===== config.mk =====
export PLATFORM = sky130hd
export DESIGN_NAME = fetch_redirect_ctrl
export DESIGN_NICKNAME = d
export VERILOG_FILES = /design/src/rtl/fetch_pkg.sv /design/src/rtl/redirect_mux.sv /design/src/rtl/fetch_redirect_ctrl.sv
export SDC_FILE = /design/constraint.sdc
export NUM_CORES = 1
export LEC_CHECK = 0
export CAP_MARGIN = 15
export CORE_MARGIN = 4
export CORE_UTILIZATION = 35
export CTS_CLUSTER_DIAMETER = 30
export DETAILED_ROUTE_END_ITERATION = 7
export PLACE_DENSITY = 0.88
export SETUP_SLACK_MARGIN = 0.15
export SLEW_MARGIN = 30
export SYNTH_ARGS = -nofsm -noshare
export SYNTH_HDL_FRONTEND = slang
export SYNTH_HIERARCHICAL = 1
export SYNTH_SLANG_ARGS = --single-unit

===== constraint.sdc =====
create_clock -name clk -period 3.95 [get_ports clk]
set_input_delay 0.5925 -clock clk [delete_from_list [all_inputs] [get_ports clk]]
set_output_delay 0.5925 -clock clk [all_outputs]
set_load 0.02 [all_outputs]

===== src/rtl/fetch_pkg.sv =====
`default_nettype none
// ============================================================================
//  Module      : fetch_pkg
//  Description : Shared types for the fetch redirect controller.
//  Revision    : 1.0 - initial release
// ============================================================================
package fetch_pkg;

    localparam int XLEN_DEF = 32;

    typedef enum logic [1:0] {
        IDLE    = 2'd0,
        PEND    = 2'd1,
        ENTER   = 2'd2,
        HANDLER = 2'd3
    } irq_state_t;

    // Which source produced the current redirect; kept for debug/trace.
    typedef enum logic [2:0] {
        RS_NONE   = 3'd0,
        RS_BRANCH = 3'd1,
        RS_JALR   = 3'd2,
        RS_MRET   = 3'd3,
        RS_IRQ    = 3'd4
    } redirect_src_t;

endpackage
`default_nettype wire


===== src/rtl/redirect_mux.sv =====
`default_nettype none
// ============================================================================
//  Module      : redirect_mux
//  Description : Combinational priority select of redirect target and source.
//  Revision    : 1.0 - initial release
// ============================================================================
module redirect_mux
    import fetch_pkg::*;
#(
    parameter int XLEN = XLEN_DEF
) (
    input  logic              irq_enter,
    input  logic              mret,
    input  logic              jalr,
    input  logic              branch,
    input  logic [XLEN-1:0]   irq_vector,
    input  logic [XLEN-1:0]   mepc,
    input  logic [XLEN-1:0]   jalr_target,
    input  logic [XLEN-1:0]   branch_target,
    output logic              valid,
    output logic [XLEN-1:0]   target,
    output redirect_src_t     src
);

    // Interrupt entry lasts a single cycle and must complete, so it outranks
    // any EXE redirect that happens to coincide with it.
    always_comb begin
        valid  = 1'b1;
        target = '0;
        src    = RS_NONE;
        if (irq_enter) begin
            target = irq_vector;
            src    = RS_IRQ;
        end else if (mret) begin
            target = mepc;
            src    = RS_MRET;
        end else if (jalr) begin
            target = {jalr_target[XLEN-1:1], 1'b0};
            src    = RS_JALR;
        end else if (branch) begin
            target = branch_target;
            src    = RS_BRANCH;
        end else begin
            valid  = 1'b0;
        end
    end

endmodule
`default_nettype wire


===== src/rtl/fetch_redirect_ctrl.sv =====
`default_nettype none
// ============================================================================
//  Module      : fetch_redirect_ctrl
//  Description : Sequences branch/JAL/JALR/MRET/interrupt redirects into fetch.
//                Optional macro FETCH_IRQ_SYNC_EN adds a 2-flop ext_irq sync.
//  Revision    : 1.0 - initial release
// ============================================================================
module fetch_redirect_ctrl
    import fetch_pkg::*;
#(
    parameter int               XLEN         = XLEN_DEF,
    parameter logic [XLEN-1:0]  RESET_VECTOR = '0
) (
    input  logic              clk,
    input  logic              rst,
    input  logic              ext_irq,
    input  logic              irq_en,
    input  logic [XLEN-1:0]   irq_vector,
    input  logic              stall,
    input  logic              id_valid,
    input  logic [XLEN-1:0]   pc_ID,
    input  logic [XLEN-1:0]   pc_IF,
    input  logic              branch_taken_EXE,
    input  logic [XLEN-1:0]   branch_jump_addr,
    input  logic              pcJalSrc_EXE,
    input  logic [XLEN-1:0]   alu_result_EXE,
    input  logic              mret_EXE,
    output logic              redirect_valid,
    output logic [XLEN-1:0]   redirect_pc,
    output logic              flush_IFID,
    output logic              flush_IDEX,
    output logic [XLEN-1:0]   mepc,
    output logic              in_handler,
    output logic              irq_ack,
    output logic              misalign_err
);

    irq_state_t     r_state;
    irq_state_t     w_state_nxt;
    logic [XLEN-1:0] r_mepc;
    logic           r_in_handler;
    logic           r_misalign;
    logic           w_irq;
    logic           w_exe_redirect;
    logic           w_mux_valid;
    logic [XLEN-1:0] w_mux_target;
    redirect_src_t  w_mux_src;

`ifdef FETCH_IRQ_SYNC_EN
    logic [1:0] r_irq_sync;

    always_ff @(posedge clk) begin
        if (rst) begin
            r_irq_sync <= 2'b00;
        end else begin
            r_irq_sync <= {r_irq_sync[0], ext_irq};
        end
    end

    assign w_irq = r_irq_sync[1];
`else
    assign w_irq = ext_irq;
`endif

    assign w_exe_redirect = mret_EXE | pcJalSrc_EXE | branch_taken_EXE;

    redirect_mux #(
        .XLEN (XLEN)
    ) u_redirect_mux (
        .irq_enter     (r_state == ENTER),
        .mret          (mret_EXE),
        .jalr          (pcJalSrc_EXE),
        .branch        (branch_taken_EXE),
        .irq_vector    (irq_vector),
        .mepc          (r_mepc),
        .jalr_target   (alu_result_EXE),
        .branch_target (branch_jump_addr),
        .valid         (w_mux_valid),
        .target        (w_mux_target),
        .src           (w_mux_src)
    );

    always_ff @(posedge clk) begin
        if (rst) begin
            r_state <= IDLE;
        end else begin
            r_state <= w_state_nxt;
        end
    end

    always_comb begin
        w_state_nxt = r_state;
        case (r_state)
            IDLE: begin
                if (w_irq && irq_en && !r_in_handler) begin
                    w_state_nxt = PEND;
                end
            end
            PEND: begin
                // A request that disappears before entry is simply dropped.
                if (!w_irq) begin
                    w_state_nxt = IDLE;
                end else if (!stall && !w_exe_redirect) begin
                    w_state_nxt = ENTER;
                end
            end
            ENTER: begin
                w_state_nxt = HANDLER;
            end
            HANDLER: begin
                if (mret_EXE) begin
                    w_state_nxt = IDLE;
                end
            end
            default: begin
                w_state_nxt = IDLE;
            end
        endcase
    end

    always_ff @(posedge clk) begin
        if (rst) begin
            r_mepc       <= RESET_VECTOR;
            r_in_handler <= 1'b0;
            r_misalign   <= 1'b0;
        end else begin
            if (r_state == ENTER) begin
                r_mepc       <= id_valid ? pc_ID : pc_IF;
                r_in_handler <= 1'b1;
            end else if (r_state == HANDLER && mret_EXE) begin
                r_in_handler <= 1'b0;
            end
            if (redirect_valid && (redirect_pc[1:0] != 2'b00)) begin
                r_misalign <= 1'b1;
            end
        end
    end

    // Pulse outputs are held quiet while reset is asserted.
    assign redirect_valid = w_mux_valid & ~rst;
    assign redirect_pc    = rst ? '0 : w_mux_target;
    assign flush_IFID     = redirect_valid;
    assign flush_IDEX     = redirect_valid;
    assign irq_ack        = (w_mux_src == RS_IRQ) & ~rst;
    assign mepc           = r_mepc;
    assign in_handler     = r_in_handler;
    assign misalign_err   = r_misalign;

endmodule
`default_nettype wire

==> reports/metrics.yaml, run 1 <==
rows: 31
initial_utilization_pct: 36.7
die_w_um: 96.1
worst_path_max_delay_cell: "clkdlybuf4s50_1"
drt-wirelength-per-cell_um: 18.0
hold_path.class: "flip-flop to flip-flop"
wirelength_um: 11600
grtUsageTotal_pct: 23.4
critPathTopFamily: "buffers and inverters"
r2r_slack_ns: 1.98
max_freq_mhz: 284
hold_viol: 0
powerDensity_nw_per_um2: 198
cts_setup_buffers: 0
period_minus_slack_ns: 3.52
status: "complete, no violations"
crit_type: "input port to output port"
vias_per_cell: 5.31
netlist_instances: 330
cp_num_buf_inv: 3
cts.sinks: 36
maxCapViolCount: 0
drtPass1Iterations: 4
drt_iter0_drc: 159
max_stage_delay_ns: 0.61
cp-end-kind: "output port"
drv_slew: 0
grt_first_pass_wirelength_um: 16900
cts_root_buf: "clkbuf_8"
synthDistinctLibCells: 28
layout_common_cells: "clkdlybuf4s50_1, nor2_1, dfxtp_1, nor2b_1"
setup_tns_ns: 0
avgSynthCellArea_sq_um: 8.24
io_pins: 239
num_vias: 3401
cts_tree: "yes"
fp.dieH_um: 96.1
syn_to_final_growth_pct: 87.9
cts_made_buffers: 5
clock_path_buffers: 2
grt_pass1_vias: 3477
slew_headroom_pct: 51.5
placed_cells: 634
syn_nets: 499
grt_max_degree: 71
fin_crit_sh_pct: 89.1
drive_gt1_share_pct: 5.90
overflow: 0
crit_path_start_kind: "input port"
ant_nets: 0
ir_drop_mv: 0.104
drc: 0
antenna_cells: 0
die_area_sq_um: 9240
cp_common_cell: "clkdlybuf4s50_1"
nets: 711
clk_pin_slew_worst_paths_ns: 0.08
core_sq_um: 7410
critPathMaxFanout: 21
leakage_uw: 0.00181
worst_pin_slew_ns: 0.728
synth.ff_latch_count: 36
rsz0062_at_grt: "no"
hold_buffers: 0
cts-htree-levels: 2
syn-cell-area_sq_um: 2720
seq_area_frac_synth_pct: 26.5
cts_resized: 0
yosysWarnings: 6
finalSetupViolCount: 0
fill_cells: 567
hpwlAfterDp_um: 8890
port_buffers: 237
finalNonFillerCells: 641
crit_required_ns: 3.36
clk_latency_ns: 0.28
final_common_cell: "clkdlybuf4s50_1"
crit_arrival_ns: 2.93
gp_congestion: 0.774
crit_chain: "clkdlybuf4s50_1, nor2b_4, buf_12, a22oi_1, a21oi_1, nor2b_1, clkdlybuf4s50_1"
antenna_found_initial: 0
final_util_pct: 68.9
fin_skew_ns: 0.0100
-- power breakdown --
part | switching [uW] | internal [uW] | total, uW
Sequential | 3.70 | 367 | 371
Clock | 123 | 120 | 242
Combinational | 153 | 245 | 398
-- logic make-up (layout without fill, tap and decap cells) --
kind of cell	count (synthesis)	count (layout)	synth area share, %
multiplexers	32	32	11.8
buffers and inverters	45	257	10.4
AO/OA/AOI/OAI	133	133	34.8
flip-flops	36	36	26.5
AND/OR/NAND/NOR	84	84	16.5
-- worst paths after layout --
kind,to,from,cells after the start
max reg2reg,misalign_err,flip-flop,6
min reg2reg,misalign_err,misalign_err,2
max,redirect_pc[1],branch_taken_EXE,7
min,misalign_err,misalign_err,2
-- stage by stage --
stage	instance area (sq um)	worst slack, ns	hold WS, ns	power [uW]
2_1_floorplan	2720	1.50	0.522	540
3_3_place_gp	5030	0.512	0.437	769
3_5_place_dp	5030	0.455	0.438	775
4_1_cts	5100	0.452	0.447	1020
5_1_grt	5110	0.352	0.491	1060
6_report	5110	0.431	0.451	1010
-- sequential cells by signal (all words and copies together), names as in the netlist, named ones only --
register	cells
misalign_err	1
in_handler	1
r_state	1
mepc	32
-- synth_stat cells --
cell type	instances	area, sq um
nor2_1	39	146
dfxtp_1	36	721
nor2b_1	33	206
a21oi_1	32	160
mux2i_1	32	320
a22oi_1	30	225
o22ai_1	30	188
a211oi_1	23	173
buf_2	13	65.1
buf_4	12	90.1
a211oi_2	10	125
clkbuf_1	8	30.0
buf_6	7	78.8
inv_1	5	18.8
nand2_1	3	11.3
a311oi_1	2	17.5
a31oi_1	2	12.5
nand3b_1	2	15.0
nor2b_4	2	27.5
a221oi_2	1	15.0
a2bb2oi_2	1	15.0
nand2b_1	1	6.26
nand2b_4	1	13.8
nor3b_1	1	7.51
nor4_1	1	6.26
nor4b_1	1	8.76
o21ai_0	1	5.00
o31a_1	1	8.76
-- routing by layer --
metal  share of wire [%]  up-vias  GRT usage (%)  routed length [um]
li1                    -     1654              -                   -
met1                  36     1568           25.0                4150
met2                  52      171           44.6                6060
met3                  10        8           7.11                1210
met4                 1.1        0           4.98                 125
met5                   0        -              0                   0
-- worst reg2reg max path, cell delays in order, from the launching register on --
cell       delay [ns]
dfxtp_1          0.44
nor2b_4          0.26
buf_4            0.63
a21oi_1          0.15
a2bb2oi_2        0.20
o21ai_0          0.09
a21oi_1          0.14
-- cell type report --
cell class / instances / area (sq um) / area share (%)
clock buffers: 6 / 72.6 / 1.42
clock inverters: 1 / 5.00 / 0.0980
inverters: 5 / 18.8 / 0.367
multi-input cells: 249 / 1720 / 33.6
flip-flops and latches: 36 / 721 / 14.1
well taps: 99 / 124 / 2.43
repair buffers: 245 / 2450 / 48.0
No activity file was read; power rests on OpenSTA's default activity.
==> inputs of run 2 (changes only) <==
SYNTH_HIERARCHICAL = default   (was 1)
==> reports/metrics.yaml, run 2 <==
wirelength_um: 11700  # +1.1%
nets: 708  # -0.42%
final_common_cell: "clkdlybuf4s50_1"
max_freq_mhz: 305  # +7.5%
setup_tns_ns: 0  # unchanged
core_sq_um: 7410  # unchanged
synth.ff_latch_count: 36  # unchanged
fin_skew_ns: 0.00453  # -0.00547 ns
status: "complete, no violations"
worst_pin_slew_ns: 0.792  # +0.0648 ns
ant_nets: 0  # unchanged
port_buffers: 237  # unchanged
hold_viol: 0  # unchanged
rsz0062_at_grt: "no"
synth_top_area_cell: "dfxtp_1"
clk_pin_slew_worst_paths_ns: 0.07  # about the same
finalPower_uw: 998  # -1.2%
drt-wirelength-per-cell_um: 18.3  # +1.6%
clk_latency_ns: 0.28  # about the same
worst_path_max_delay_cell: "clkdlybuf4s50_1"
grtUsageTotal_pct: 24.1  # +0.69 points
crit_type: "input port to output port"
period_minus_slack_ns: 3.27  # -0.245 ns
cp-end-kind: "output port"
drv_slew: 0  # unchanged
die_area_sq_um: 9240  # about the same
synthDistinctLibCells: 25  # -11%
crit_path_start_kind: "input port"
crit_chain: "clkdlybuf4s50_1, nor2b_2, buf_4, a221oi_1, o31ai_1, clkdlybuf4s50_1"
fp.dieH_um: 96.1  # about the same
antenna_found_initial: 0  # unchanged
grt_pass1_vias: 3421  # -1.6%
antenna_cells: 0  # unchanged
cts.sinks: 36  # unchanged
num_vias: 3476  # +2.2%
die_w_um: 96.1  # about the same
crit_arrival_ns: 2.68  # -0.25 ns
crit_required_ns: 3.36  # about the same
yosysMostFrequentCell: "nor2_1"
grt_first_pass_wirelength_um: 17200  # +1.7%
cts_made_buffers: 5  # unchanged
cp_num_buf_inv: 3  # unchanged
avgSynthCellArea_sq_um: 8.34  # +1.3%
layout_common_cells: "clkdlybuf4s50_1, nor2_1, dfxtp_1, mux2i_1"
drc: 0  # unchanged
ys.flop_type: "dfxtp_1"
rows: 31  # unchanged
io_pins: 239  # unchanged
powerDensity_nw_per_um2: 194  # -2.2%
yosys-top-cells-count: "nor2_1, dfxtp_1, mux2i_1, nor2b_1, nand3b_1"
synth_area_leaders: "dfxtp_1, mux2i_1, a221oi_1"
vias_per_cell: 5.45  # +2.7%
overflow: 0  # unchanged
hold_buffers: 0  # unchanged
syn_to_final_growth_pct: 89.6
yosysWarnings: 0  # -6
fin_ws_ns: 0.676  # +0.245 ns
critPathMaxFanout: 18  # -14%
post-place-ws_ns: 0.674  # +0.219 ns
maxCapViolCount: 0  # unchanged
seq_area_frac_synth_pct: 26.5  # about the same
leakage_uw: 0.00179  # -0.65%
max_stage_delay_ns: 0.67  # +0.06 ns
cp_common_cell: "clkdlybuf4s50_1"
drive_gt1_share_pct: 4.64  # -1.3 points
critPathTopFamily: "buffers and inverters"
cts_resized: 0  # unchanged
hpwlAfterDp_um: 9010  # +1.3%
fin_crit_sh_pct: 82.9  # -6.2 points
hold_path.class: "flip-flop to flip-flop"
synth_top_area_share_pct: 26.5  # about the same
grt_max_degree: 71  # unchanged
cts-htree-levels: 2  # unchanged
cts_setup_buffers: 0  # unchanged
syn-cell-area_sq_um: 2720  # about the same
gp_congestion: 0.773  # about the same
drtPass1Iterations: 4  # unchanged
finalSetupViolCount: 0  # unchanged
initial_utilization_pct: 36.7  # about the same
ir_drop_mv: 0.0994  # -4.0%
async_reset_ff_share_pct: 0  # unchanged
drt_iter0_drc: 115  # -28%
netlist_instances: 326  # -1.2%
cts_root_buf: "clkbuf_8"
synth_edf_count: 0  # unchanged
slew_headroom_pct: 47.1  # -4.4 points
clock_path_buffers: 2  # unchanged
cts_tree: "yes"
largest_reg_flops: 32  # unchanged
syn_nets: 495  # -0.80%
[run 2: cell count changes after synthesis, sizes merged, moves of 2 or more]
cell / change
buf: -9
a221o: +2
o21ai: +2
o22ai: -30
a21oi: -27
a22oi: -29
clkbuf: +11
o31ai: +29
nand3b: +29
nor2b: -2
nor3: +2
nor2: -2
inv: -3
a221oi: +28
[run 2: area by class of cell]
type                            instances  area, sq um
Tap cell                               99          124
Multi-Input combinational cell        246         1770
Clock buffer                            6         72.6
Inverter                                2         7.51
Timing Repair Buffer                  248         2450
Fill cell                             585         2250
Clock inverter                          1         5.00
Sequential cell                        36          721
[run 2: worst reg2reg max path, stage by stage (launching register included)]
cell,delay (ns)
dfxtp_1,0.43
nor2b_4,0.71
buf_12,0.29
buf_4,0.20
nor2_1,0.05
a211oi_1,0.22
[run 2: power by group]
part           internal [uW]  switching [uW]  leakage (uW)
Clock                    120             127     0.0000410
Sequential               367            3.71      0.000291
Combinational            236             145       0.00146
Total                    723             275       0.00179
[run 2: worst paths after layout]
kind	startpoint	end	slack [ns]	cells after the start
max reg2reg	flip-flop	mepc[11]	1.96	5
min	misalign_err	misalign_err	0.48	2
min reg2reg	misalign_err	misalign_err	0.48	2
max	branch_taken_EXE	redirect_pc[18]	0.68	6
[run 2: kinds of logic after synthesis]
| group | count (synthesis) | synth area share, % |
|---|---|---|
| AO/OA/AOI/OAI | 105 | 30.3 |
| multiplexers | 32 | 11.8 |
| AND/OR/NAND/NOR | 109 | 22.8 |
| buffers and inverters | 44 | 8.61 |
| flip-flops | 36 | 26.5 |
[run 2: stage by stage]
stage	instance area, sq um	std cells	hold slack, ns	utilization (%)
floorplan	2720	326	0.499	-
global placement	5080	631	0.453	68.5
detailed placement	5080	631	0.479	68.5
CTS	5150	638	0.495	69.6
global route	5160	638	0.527	69.6
finish	5160	638	0.484	69.6
[run 2: routing by layer]
metal | routed length [um] | global-route usage [%] | up-vias
met1 | 4080 | 25.4 | 1616
li1 | - | - | 1668
met4 | 337 | 8.65 | 0
met2 | 6230 | 44.3 | 166
met3 | 1040 | 7.66 | 26
met5 | 0 | 0 | -
